$ cat src/rtl/daq_frame_ctrl.sv
// daq_frame_ctrl: packs ADC samples into framed byte streams for a byte FIFO.
// Frame layout: HDR0, HDR1, SEQ (frame counter), then per sample a high byte
// {otr,3'b000,data[11:8]} and a low byte data[7:0], then a TAIL byte holding
// the XOR of all sample bytes in the frame.
// Ports:
//   clk_i, rst_i           clock, async active-high reset
//   cfg_arm_i              pulse: start capture (IDLE only), latches frame length
//   cfg_stop_i             pulse: stop after the current frame's TAIL
//   cfg_frame_len_i        samples per frame, 0 means 1024
//   sample_vld_i/_data_i/_otr_i   ADC sample input
//   fifo_full_i            FIFO back-pressure
//   fifo_wr_o, fifo_data_o byte write strobe and data
//   busy_o                 not IDLE
//   frame_cnt_o            completed frames (wraps)
//   ovf_cnt_o, ovf_flag_o  dropped-sample count (saturating) and sticky flag
module daq_frame_ctrl #(
  parameter logic [7:0] HDR0  = 8'hA5,
  parameter logic [7:0] HDR1  = 8'h5A,
  parameter int         OVF_W = 16
) (
  input  logic             clk_i,
  input  logic             rst_i,
  input  logic             cfg_arm_i,
  input  logic             cfg_stop_i,
  input  logic [9:0]       cfg_frame_len_i,
  input  logic             sample_vld_i,
  input  logic [11:0]      sample_data_i,
  input  logic             sample_otr_i,
  input  logic             fifo_full_i,
  output logic             fifo_wr_o,
  output logic [7:0]       fifo_data_o,
  output logic             busy_o,
  output logic [7:0]       frame_cnt_o,
  output logic [OVF_W-1:0] ovf_cnt_o,
  output logic             ovf_flag_o
);

  typedef enum logic [2:0] {IDLE, H0, H1, SEQ, WAIT, SHI, SLO, TAIL} state_t;

  state_t      state_q, state_d;
  logic        hold_vld;
  logic [12:0] hold_q;      // {otr, data}
  logic        stop_pend;
  logic [7:0]  csum;
  logic [10:0] smp_cnt;
  logic [10:0] len_q;       // 11 bits so a length of 1024 fits
  logic        emit, wr, slo_wr, take, drop, last, to_idle;

  assign emit    = (state_q == H0) || (state_q == H1) || (state_q == SEQ) ||
                   (state_q == SHI) || (state_q == SLO) || (state_q == TAIL);
  assign wr      = emit && !fifo_full_i;
  assign slo_wr  = (state_q == SLO) && wr;
  // The SLO write frees the hold register in the same cycle, so a sample
  // arriving then is taken rather than counted as an overflow.
  assign take    = sample_vld_i && (state_q != IDLE) && (!hold_vld || slo_wr);
  assign drop    = sample_vld_i && (state_q != IDLE) && hold_vld && !slo_wr;
  assign last    = (smp_cnt + 11'd1) == len_q;
  assign to_idle = (state_q != IDLE) && (state_d == IDLE);

  // State register
  always_ff @(posedge clk_i or posedge rst_i) begin
    if (rst_i) state_q <= IDLE;
    else       state_q <= state_d;
  end

  // Next state: emit states advance only on a cycle that actually writes.
  always_comb begin
    state_d = state_q;
    case (state_q)
      IDLE: if (cfg_arm_i) state_d = H0;
      H0:   if (wr) state_d = H1;
      H1:   if (wr) state_d = SEQ;
      SEQ:  if (wr) state_d = hold_vld ? SHI : WAIT;
      WAIT: if (hold_vld) state_d = SHI;
      SHI:  if (wr) state_d = SLO;
      SLO:  if (wr) state_d = last ? TAIL : WAIT;
      TAIL: if (wr) state_d = stop_pend ? IDLE : H0;
      default: state_d = IDLE;
    endcase
  end

  // Outputs: purely from registered state and hold register.
  always_comb begin
    fifo_data_o = 8'h00;
    case (state_q)
      H0:   fifo_data_o = HDR0;
      H1:   fifo_data_o = HDR1;
      SEQ:  fifo_data_o = frame_cnt_o;
      SHI:  fifo_data_o = {hold_q[12], 3'b000, hold_q[11:8]};
      SLO:  fifo_data_o = hold_q[7:0];
      TAIL: fifo_data_o = csum;
      default: fifo_data_o = 8'h00;
    endcase
  end

  assign fifo_wr_o = wr;
  assign busy_o    = (state_q != IDLE);

  // Hold register; flushed on return to IDLE so a late sample can't leak
  // into the next armed capture.
  always_ff @(posedge clk_i or posedge rst_i) begin
    if (rst_i) begin
      hold_vld <= 1'b0;
      hold_q   <= '0;
    end else if (take) begin
      hold_vld <= 1'b1;
      hold_q   <= {sample_otr_i, sample_data_i};
    end else if (slo_wr || to_idle) begin
      hold_vld <= 1'b0;
    end
  end

  // Frame bookkeeping
  always_ff @(posedge clk_i or posedge rst_i) begin
    if (rst_i) begin
      len_q       <= '0;
      smp_cnt     <= '0;
      csum        <= '0;
      frame_cnt_o <= '0;
      stop_pend   <= 1'b0;
    end else begin
      if (state_q == IDLE && cfg_arm_i)
        len_q <= (cfg_frame_len_i == 10'd0) ? 11'd1024 : {1'b0, cfg_frame_len_i};
      if (state_q == H0 && wr) begin
        smp_cnt <= '0;
        csum    <= '0;
      end else begin
        if (slo_wr) smp_cnt <= smp_cnt + 11'd1;
        if ((state_q == SHI || state_q == SLO) && wr) csum <= csum ^ fifo_data_o;
      end
      if (state_q == TAIL && wr) frame_cnt_o <= frame_cnt_o + 8'd1;
      if (to_idle)                               stop_pend <= 1'b0;
      else if (cfg_stop_i && state_q != IDLE)    stop_pend <= 1'b1;
    end
  end

  // Overflow accounting; arm clears it, frame_cnt_o survives arm.
  always_ff @(posedge clk_i or posedge rst_i) begin
    if (rst_i) begin
      ovf_cnt_o  <= '0;
      ovf_flag_o <= 1'b0;
    end else if (state_q == IDLE && cfg_arm_i) begin
      ovf_cnt_o  <= '0;
      ovf_flag_o <= 1'b0;
    end else if (drop) begin
      ovf_flag_o <= 1'b1;
      if (ovf_cnt_o != {OVF_W{1'b1}}) ovf_cnt_o <= ovf_cnt_o + 1'b1;
    end
  end

endmodule

$ cat config.mk
export PLATFORM = sky130hd
export DESIGN_NAME = daq_frame_ctrl
export DESIGN_NICKNAME = d
export VERILOG_FILES = /design/src/rtl/daq_frame_ctrl.sv
export SDC_FILE = /design/constraint.sdc
export NUM_CORES = 1
export LEC_CHECK = 0
export BUFFER_PORTS_ARGS = -buffer_cell sky130_fd_sc_hd__buf_2
export CORE_ASPECT_RATIO = 1.2
export CORE_MARGIN = 1.5
export CORE_UTILIZATION = 30
export CTS_CLUSTER_DIAMETER = 50
export DETAILED_ROUTE_END_ITERATION = 16
export HOLD_SLACK_MARGIN = 0.06
export SKIP_LAST_GASP = 1
export SLEW_MARGIN = 20
export SYNTH_ARGS = -nofsm -noshare
export SYNTH_HDL_FRONTEND = slang
export SYNTH_SLANG_ARGS = --single-unit
$ cat constraint.sdc
create_clock -name clk_i -period 3.4 [get_ports clk_i]
set_clock_uncertainty 0.05 [all_clocks]
set_input_delay 0.85 -clock clk_i [delete_from_list [all_inputs] [get_ports clk_i]]
set_output_delay 0.85 -clock clk_i [all_outputs]
set_load 0.02 [all_outputs]
==> impl_metrics.toml, run 1 <==
[run_status]
outcome = "complete, no violations"

[logic_synthesis]
synth_area_um2 = 4020
synth_flop_cell = "dfrtp_1"
async_reset_ff_share_pct = 100
avgSynthCellArea_um2 = 9.16
yosys_warnings = 0
ys_types = 51
synth-seq-cells = 73
synthCells = 439
synth-edff-count = 0
yosysSeqAreaShare_pct = 45.4
synth_fp_nets = 471

[drt]
dr.first_iter.drc_count = 170
via_count = 3431
drc = 0
routedWlPerCell_um = 14.6
ant_nets = 0
drt-total-wl_um = 9770
drtPass1Iterations = 4
post_drt_via_cell_ratio = 5.14

[sta]
rsz0062_at_grt = "false"
fin_crit_ns = 3.02
slew_headroom_pct = 46.9
setup_slack_ns = 0.384
hold_slack_ns = 0.441
slew_viol_final = 0
hold_violations = 0
finalCritPeriodShare_pct = 88.7
tightestPinTransition_ns = 0.797
fmax_ghz = 0.332
setup_tns_ns = 0
setup_viol = 0

[setup_path]
crit_required_ns = 2.50
cp-end-kind = "output pin"
worstSetupStartpoint = "state_q[1]"
critical_path.endpoint = "fifo_data_o[7]"
crit_path_max_fanout = 22
max_stage_delay_ns = 0.79
critical_path_class = "reg -> out"
timing.rr.start = "state_q[1]"
cp_cell_sequence = "mux2_2 > a22o_1 > nand2_1 > o21ai_0 > buf_2"
startpoint_type = "flop"
crit_arrival_ns = 2.12
slowest_stage = "dfrtp_1"
reg2reg_slack_ns = 0.74
r2r_cells = 5
worst_r2r_endpoint = "ovf_cnt_o[11]"

[hold_path]
hp-class = "reg -> reg"

[clock_network]
path_clk_slew_ns = 0.06
clkSinkCount = 73
cts_root_buf = "clkbuf_16"
cts_inserted_buffers = 9
clk_latency_ns = 0.34
cts_tree = "done"
ctsHtreeMaxLevel = 3
ctsHoldBuffers = 0
cts_setup_buffers = 0
cts_buffer_depth = 2
post_cts_resized = 0

[place]
dp_worst_setup_slack_ns = 0.594
gp_congestion = 0.805
numPortBuffers = 63
dpl_cell_area_um2 = 4500
dp_hpwl_um = 7040

[floorplanning]
core_area_um2 = 13200
die_w_um = 109
die_y_um = 130
start_util_pct = 30.5
num_rows = 46
ios = 64
dieArea_um2 = 14100

[finish]
n_antenna_cell = 0
fillers = 1325
drive_gt1_share_pct = 21.6
post-route-cell-area_um2 = 4780
num-nets-final = 527
area_delta_synth_final_pct = 18.8

[pwr]
p_leak_nw = 2.09
total_power_mw = 3.93
power.density_nw_per_um2 = 822
ir_worst_vdd_v = 0.000475

[run]
drv_cap = 0

[grt]
grt_pass1_vias = 3355
track_usage_pct = 14.5
antenna_found_initial = 0
grt_start_max_net_pins = 43
grt_pass1_wl_um = 16200
overflow = 0
-- through the flow --
stage | utilization (%) | cells
finish | 36.2 | 668
global route | 36.2 | 668
detailed placement | 34.2 | 652
global placement | 34.2 | 652
floorplan | - | 439
CTS | 36.2 | 668
-- worst min-delay path by stage --
stage                     from    endpoint  slack, ns  cells past startpoint
floorplan              csum[5]     csum[5]       0.40                      1
finish              hold_q[12]  hold_q[12]       0.44                      1
global route        hold_q[12]  hold_q[12]       0.46                      1
CTS                 hold_q[12]  hold_q[12]       0.45                      1
detailed placement  hold_q[12]  hold_q[12]       0.44                      1
global placement    hold_q[12]  hold_q[12]       0.43                      1
-- where the power goes --
part	leakage [nW]	internal, mW	switching (mW)
sequential	0.928	1.14	0.357
combinational	1.03	0.675	0.884
clock	0.131	0.492	0.377
-- placed cells by master (no fill, tap or decap), drive strengths merged, types with 8 or more instances in the layout --
cell type  count
nand4         12
dfrtp         73
o21ai         43
nand2         60
mux2          17
or3           10
clkbuf         9
nor2          32
xnor2         16
nand3         15
mux2i         11
o31ai         11
inv           10
or4            8
a21oi         25
xor2          10
buf           70
-- sequential cells by signal, summed over array words and instances, names as in the netlist --
name	cells
hold_q	13
ovf_cnt_o	16
hold_vld	1
state_q	3
smp_cnt	11
csum	8
ovf_flag_o	1
frame_cnt_o	8
len_q	11
stop_pend	1
-- layer usage --
metal  vias to the layer above  track usage [%]  part of all wire (%)
met1                      1672             17.8                    43
met4                         0             5.73                   1.7
met3                        12             3.60                   3.6
li1                       1686                -                     -
met5                         -                0                     0
met2                        61             24.4                    52
-- kinds of logic after synthesis --
group           after synthesis  share of synthesized area (%)
flops                        73                           45.4
mux                          28                           7.50
buf+inv                      35                           3.64
xor+xnor                     26                           5.66
compound gates              107                           16.4
fa+ha+maj                     3                          0.933
simple gates                167                           20.4
-- synth_stat cells (2+ instances only) --
library cell  count  area share (%)
mux2i_1          11             2.7
o21ai_0          43             5.4
nor2b_1           5            0.78
nand2b_1          5            0.78
dfrtp_1          73              45
o22ai_1           4            0.62
clkbuf_1         13             1.2
a31oi_1           2            0.31
mux2_1            3            0.84
xnor2_1          16             3.5
inv_1            10            0.93
a22o_1            5             1.1
o41ai_1           2            0.44
a21oi_1          24             3.0
a211oi_1          4            0.75
mux2_2           14             3.9
nor2_1           32             3.0
nand2_1          60             5.6
nand4_1          11             1.7
buf_2             8             1.0
nor4_1            3            0.47
nand3b_1          2            0.37
and2_1            6            0.93
nand3_1          14             1.7
nor3_1            5            0.62
o31ai_1          11             2.1
ha_1              3            0.93
or3_1            10             1.6
or4_1             8             1.5
xor2_1           10             2.2
buf_1             2            0.19
-- critical path: cells and delay by family (launching register included) --
family	cells	cell delay, ns
multiplexers	1	0.40
buffers and inverters	1	0.20
AO/OA/AOI/OAI	2	0.31
flip-flops	1	0.79
AND/OR/NAND/NOR	1	0.07
-- final cells by class --
type	instances	area [um2]	area share, %
multi-input cells	331	2050	42.9
flip-flops and latches	73	1830	38.2
repair buffers	70	380	7.96
clock buffers	9	225	4.71
well taps	168	210	4.40
clock inverters	7	47.5	0.995
inverters	10	37.5	0.786
Power figures use the tool's default switching activity.
==> run 2, diff against run 1 <==
--- a/config.mk
+++ b/config.mk
@@ -6,7 +6,6 @@
 export NUM_CORES = 1
 export LEC_CHECK = 0
 export BUFFER_PORTS_ARGS = -buffer_cell sky130_fd_sc_hd__buf_2
-export CORE_ASPECT_RATIO = 1.2
 export CORE_MARGIN = 1.5
 export CORE_UTILIZATION = 30
 export CTS_CLUSTER_DIAMETER = 50
==> impl_metrics.toml, run 2 (same netlist as run 1, synthesis figures left out) <==
[clock_network]
cts_setup_buffers = 0
cts_tree = "done"
clkSinkCount = 73
cts_root_buf = "clkbuf_16"
post_cts_resized = 0
path_clk_slew_ns = 0.06
cts_buffer_depth = 2
cts_inserted_buffers = 9
ctsHoldBuffers = 0
ctsHtreeMaxLevel = 3
clk_latency_ns = 0.33

[run]
drv_cap = 0

[pwr]
total_power_mw = 4.02
p_leak_nw = 2.09
power.density_nw_per_um2 = 838
ir_worst_vdd_v = 0.000423

[floorplanning]
start_util_pct = 30.6
core_area_um2 = 13100
die_w_um = 119
dieArea_um2 = 14100
num_rows = 42
die_y_um = 119
ios = 64

[setup_path]
startpoint_type = "flop"
worstSetupStartpoint = "state_q[1]"
crit_required_ns = 2.50
crit_arrival_ns = 2.18
cp-end-kind = "output pin"
timing.rr.start = "state_q[1]"
critical_path_class = "reg -> out"
crit_path_max_fanout = 22

[sta]
setup_viol = 0
setup_tns_ns = 0
finalCritPeriodShare_pct = 90.5
slew_headroom_pct = 33.1
fin_crit_ns = 3.08
slew_viol_final = 0
fmax_ghz = 0.325
rsz0062_at_grt = "false"
hold_violations = 0
tightestPinTransition_ns = 1.00

[finish]
largest_reg_flops = 16
top_register = "ovf_cnt_o"
num-nets-final = 525
drive_gt1_share_pct = 21.1
area_delta_synth_final_pct = 19.3
final_common_cell = "dfrtp_1"
n_antenna_cell = 0
reg_top3 = "ovf_cnt_o (16), hold_q (13)"
final_cell_mix = "dfrtp_1 (73), buf_2 (63), nand2_1 (60)"
fillers = 1348

[drt]
drt-total-wl_um = 9810
drc = 0
routedWlPerCell_um = 14.6
drtPass1Iterations = 4
ant_nets = 0
post_drt_via_cell_ratio = 5.09
via_count = 3430
dr.first_iter.drc_count = 199

[place]
dp_hpwl_um = 7000
numPortBuffers = 63
gp_congestion = 0.807

[grt]
grt_pass1_vias = 3397
grt_pass1_wl_um = 16800
grt_start_max_net_pins = 42
overflow = 0
track_usage_pct = 14.7
antenna_found_initial = 0

[hold_path]
hp-class = "reg -> reg"
hp-start = "csum[2]"

[run_status]
outcome = "complete, no violations"
## run 2: changes by cell type in the layout (fill, tap and decap cells not counted), sizes merged
cell / delta
clkinv: -3
buf: -2
clkbuf: +2
bufinv: +1
## run 2: area by class of cell
class | count | area (um2) | area share, %
Tap cell | 176 | 220 | 4.59
Multi-Input combinational cell | 331 | 2050 | 42.7
Clock inverter | 5 | 55.1 | 1.15
Timing Repair Buffer | 68 | 365 | 7.62
Inverter | 10 | 37.5 | 0.782
Clock buffer | 11 | 243 | 5.06
Sequential cell | 73 | 1830 | 38.1
## run 2: through the flow
stage                     cells  setup WS (ns)  instance area (um2)  utilization [%]  hold WS (ns)
final                       674          0.322                 4800             36.5         0.433
after global routing        674          0.213                 4800             36.5         0.452
after CTS                   674          0.349                 4800             36.5         0.437
after detailed placement    658          0.474                 4500             34.2         0.429
after global placement      658          0.515                 4500             34.2         0.417
after floorplan             439          0.647                 4020                -         0.398
## run 2: power by group
| group | internal (mW) | switching, mW |
|---|---|---|
| sequential | 1.14 | 0.348 |
| combinational | 0.670 | 0.916 |
| clock | 0.585 | 0.358 |
| total | 2.40 | 1.62 |
## run 2: final timing paths
kind | end | slack, ns | cells past startpoint
setup / recovery | fifo_data_o[7] | 0.32 | 5
hold / removal | csum[2] | 0.43 | 1
setup reg to reg | ovf_cnt_o[15] | 0.71 | 5
hold reg to reg | csum[2] | 0.43 | 1
max in group asynchronous | smp_cnt[0] | 2.05 | 3
min in group asynchronous | ovf_cnt_o[1] | 0.59 | 2
## run 2: worst max-delay path, stage by stage (launching register included)
cell and delay [ns]:
dfrtp_1 0.84, mux2_2 0.41, a22o_1 0.21, nand2_1 0.07, o21ai_0 0.12, buf_2 0.20
## run 2: per-layer routing
layer	part of all wire [%]	GRT usage, %
met1	45	19.0
met2	50	24.2
met3	3.1	2.90
met4	2.7	6.25
met5	0	0
==> run 3, diff against run 2 <==
--- a/config.mk
+++ b/config.mk
@@ -5,10 +5,9 @@
 export SDC_FILE = /design/constraint.sdc
 export NUM_CORES = 1
 export LEC_CHECK = 0
-export BUFFER_PORTS_ARGS = -buffer_cell sky130_fd_sc_hd__buf_2
+export BUFFER_PORTS_ARGS = -buffer_cell sky130_fd_sc_hd__buf_4
 export CORE_MARGIN = 1.5
 export CORE_UTILIZATION = 30
-export CTS_CLUSTER_DIAMETER = 50
 export DETAILED_ROUTE_END_ITERATION = 16
 export HOLD_SLACK_MARGIN = 0.06
 export SKIP_LAST_GASP = 1
==> impl_metrics.toml, run 3 (same netlist as run 1, synthesis figures left out) <==
[run_status]
outcome = "complete, no violations"

[place]
dp_hpwl_um = 7090
numPortBuffers = 63
gp_congestion = 0.854
dpl_cell_area_um2 = 4650
dp_cells = 659

[finish]
stdcell_count = 675
num-nets-final = 526
post-route-cell-area_um2 = 5010
drive_gt1_share_pct = 21.2
largest_reg_flops = 16
top_register = "ovf_cnt_o"
area_delta_synth_final_pct = 24.6
reg_top3 = "ovf_cnt_o (16), hold_q (13)"
final_common_cell = "dfrtp_1"
fillers = 1300
final_cell_mix = "dfrtp_1 (73), buf_4 (69), nand2_1 (60)"
n_antenna_cell = 0

[drt]
post_drt_via_cell_ratio = 5.20
drt-met1-wl_um = 4590
dr.first_iter.drc_count = 269
drc = 0
drtPass1Iterations = 7
routedWlPerCell_um = 15.1
wl_met3_um = 424
via_count = 3507
top_layer_used = "met4"
ant_nets = 0
drt-total-wl_um = 10200
dr_wl_met2_um = 5060

[clock_network]
clkSinkCount = 73
cts_inserted_buffers = 9
post_cts_resized = 0
cts_tree = "done"
cts_buffer_depth = 2
ctsHoldBuffers = 0
cts_setup_buffers = 0
path_clk_slew_ns = 0.06
ctsHtreeMaxLevel = 3
clk_latency_ns = 0.33
cts_root_buf = "clkbuf_16"

[sta]
slew_headroom_pct = 35.2
setup_tns_ns = 0
slew_viol_final = 0
hold_violations = 0
finalCritPeriodShare_pct = 90.0
setup_viol = 0
fmax_ghz = 0.327
rsz0062_at_grt = "false"
fin_crit_ns = 3.06
tightestPinTransition_ns = 0.973

[floorplanning]
core_area_um2 = 13100
die_w_um = 119
num_rows = 42
ios = 64
die_y_um = 119
start_util_pct = 30.6
dieArea_um2 = 14100

[setup_path]
crit_path_max_fanout = 22
cp-end-kind = "output pin"
critical_path.endpoint = "fifo_data_o[2]"
r2r_cells = 5
crit_required_ns = 2.50
crit_arrival_ns = 2.16
worst_r2r_endpoint = "ovf_cnt_o[15]"
critical_path_class = "reg -> out"
worstSetupStartpoint = "state_q[1]"
timing.rr.start = "state_q[1]"
reg2reg_slack_ns = 0.70
startpoint_type = "flop"

[grt]
track_usage_pct = 15.4
antenna_found_initial = 0
overflow = 0
grt_pass1_wl_um = 17200
grt_pass1_vias = 3374
grt_start_max_net_pins = 40

[pwr]
ir_worst_vdd_v = 0.000384
p_leak_nw = 2.16
total_power_mw = 4.32
power.density_nw_per_um2 = 863

[run]
drv_cap = 0

[hold_path]
hp-class = "in -> async"
## run 3: changes by cell type in the layout (fill, tap and decap cells not counted), sizes merged
cell / change
clkinvlp: -2
buf: +1
bufinv: +3
clkbuf: -1
## run 3: per-layer routing
layer	up-vias	track usage, %
li1	1689	-
met1	1725	20.3
met2	85	24.9
met3	8	3.67
met4	0	4.74
met5	-	0
## run 3: worst max-delay path, cell delays in order, from the launching register on
cell     delay, ns
dfrtp_1       0.86
mux2_2        0.41
a22o_1        0.21
nand2_1       0.07
o21ai_0       0.09
buf_4         0.18
## run 3: worst min path at each step
stage | from | endpoint | slack, ns | cells after the start
6_report | rst_i | ovf_cnt_o[1] | 0.36 | 2
3_3_place_gp | csum[5] | csum[5] | 0.42 | 1
5_1_grt | rst_i | ovf_cnt_o[6] | 0.37 | 2
4_1_cts | rst_i | ovf_cnt_o[8] | 0.36 | 2
3_5_place_dp | hold_q[12] | hold_q[12] | 0.43 | 1
2_1_floorplan | csum[5] | csum[5] | 0.40 | 1
## run 3: per-stage QoR
| step | setup WS [ns] | utilization, % | hold slack, ns |
|---|---|---|---|
| after floorplan | 0.647 | - | 0.398 |
| after global placement | 0.594 | 35.4 | 0.417 |
| after detailed placement | 0.545 | 35.4 | 0.428 |
| after CTS | 0.366 | 38.1 | 0.364 |
| after global routing | 0.253 | 38.1 | 0.371 |
| final | 0.339 | 38.1 | 0.364 |
## run 3: layout make-up
class,instances,area (um2),area share [%]
inverters,10,37.5,0.749
well taps,176,220,4.39
clock inverters,6,130,2.60
repair buffers,69,518,10.3
clock buffers,10,229,4.57
multi-input cells,331,2050,40.9
flip-flops and latches,73,1830,36.5
## run 3: report_power, final
| group | switching [mW] | internal (mW) |
|---|---|---|
| Sequential | 0.345 | 1.14 |
| Clock | 0.365 | 0.789 |
| Combinational | 0.936 | 0.747 |
| Total | 1.65 | 2.68 |
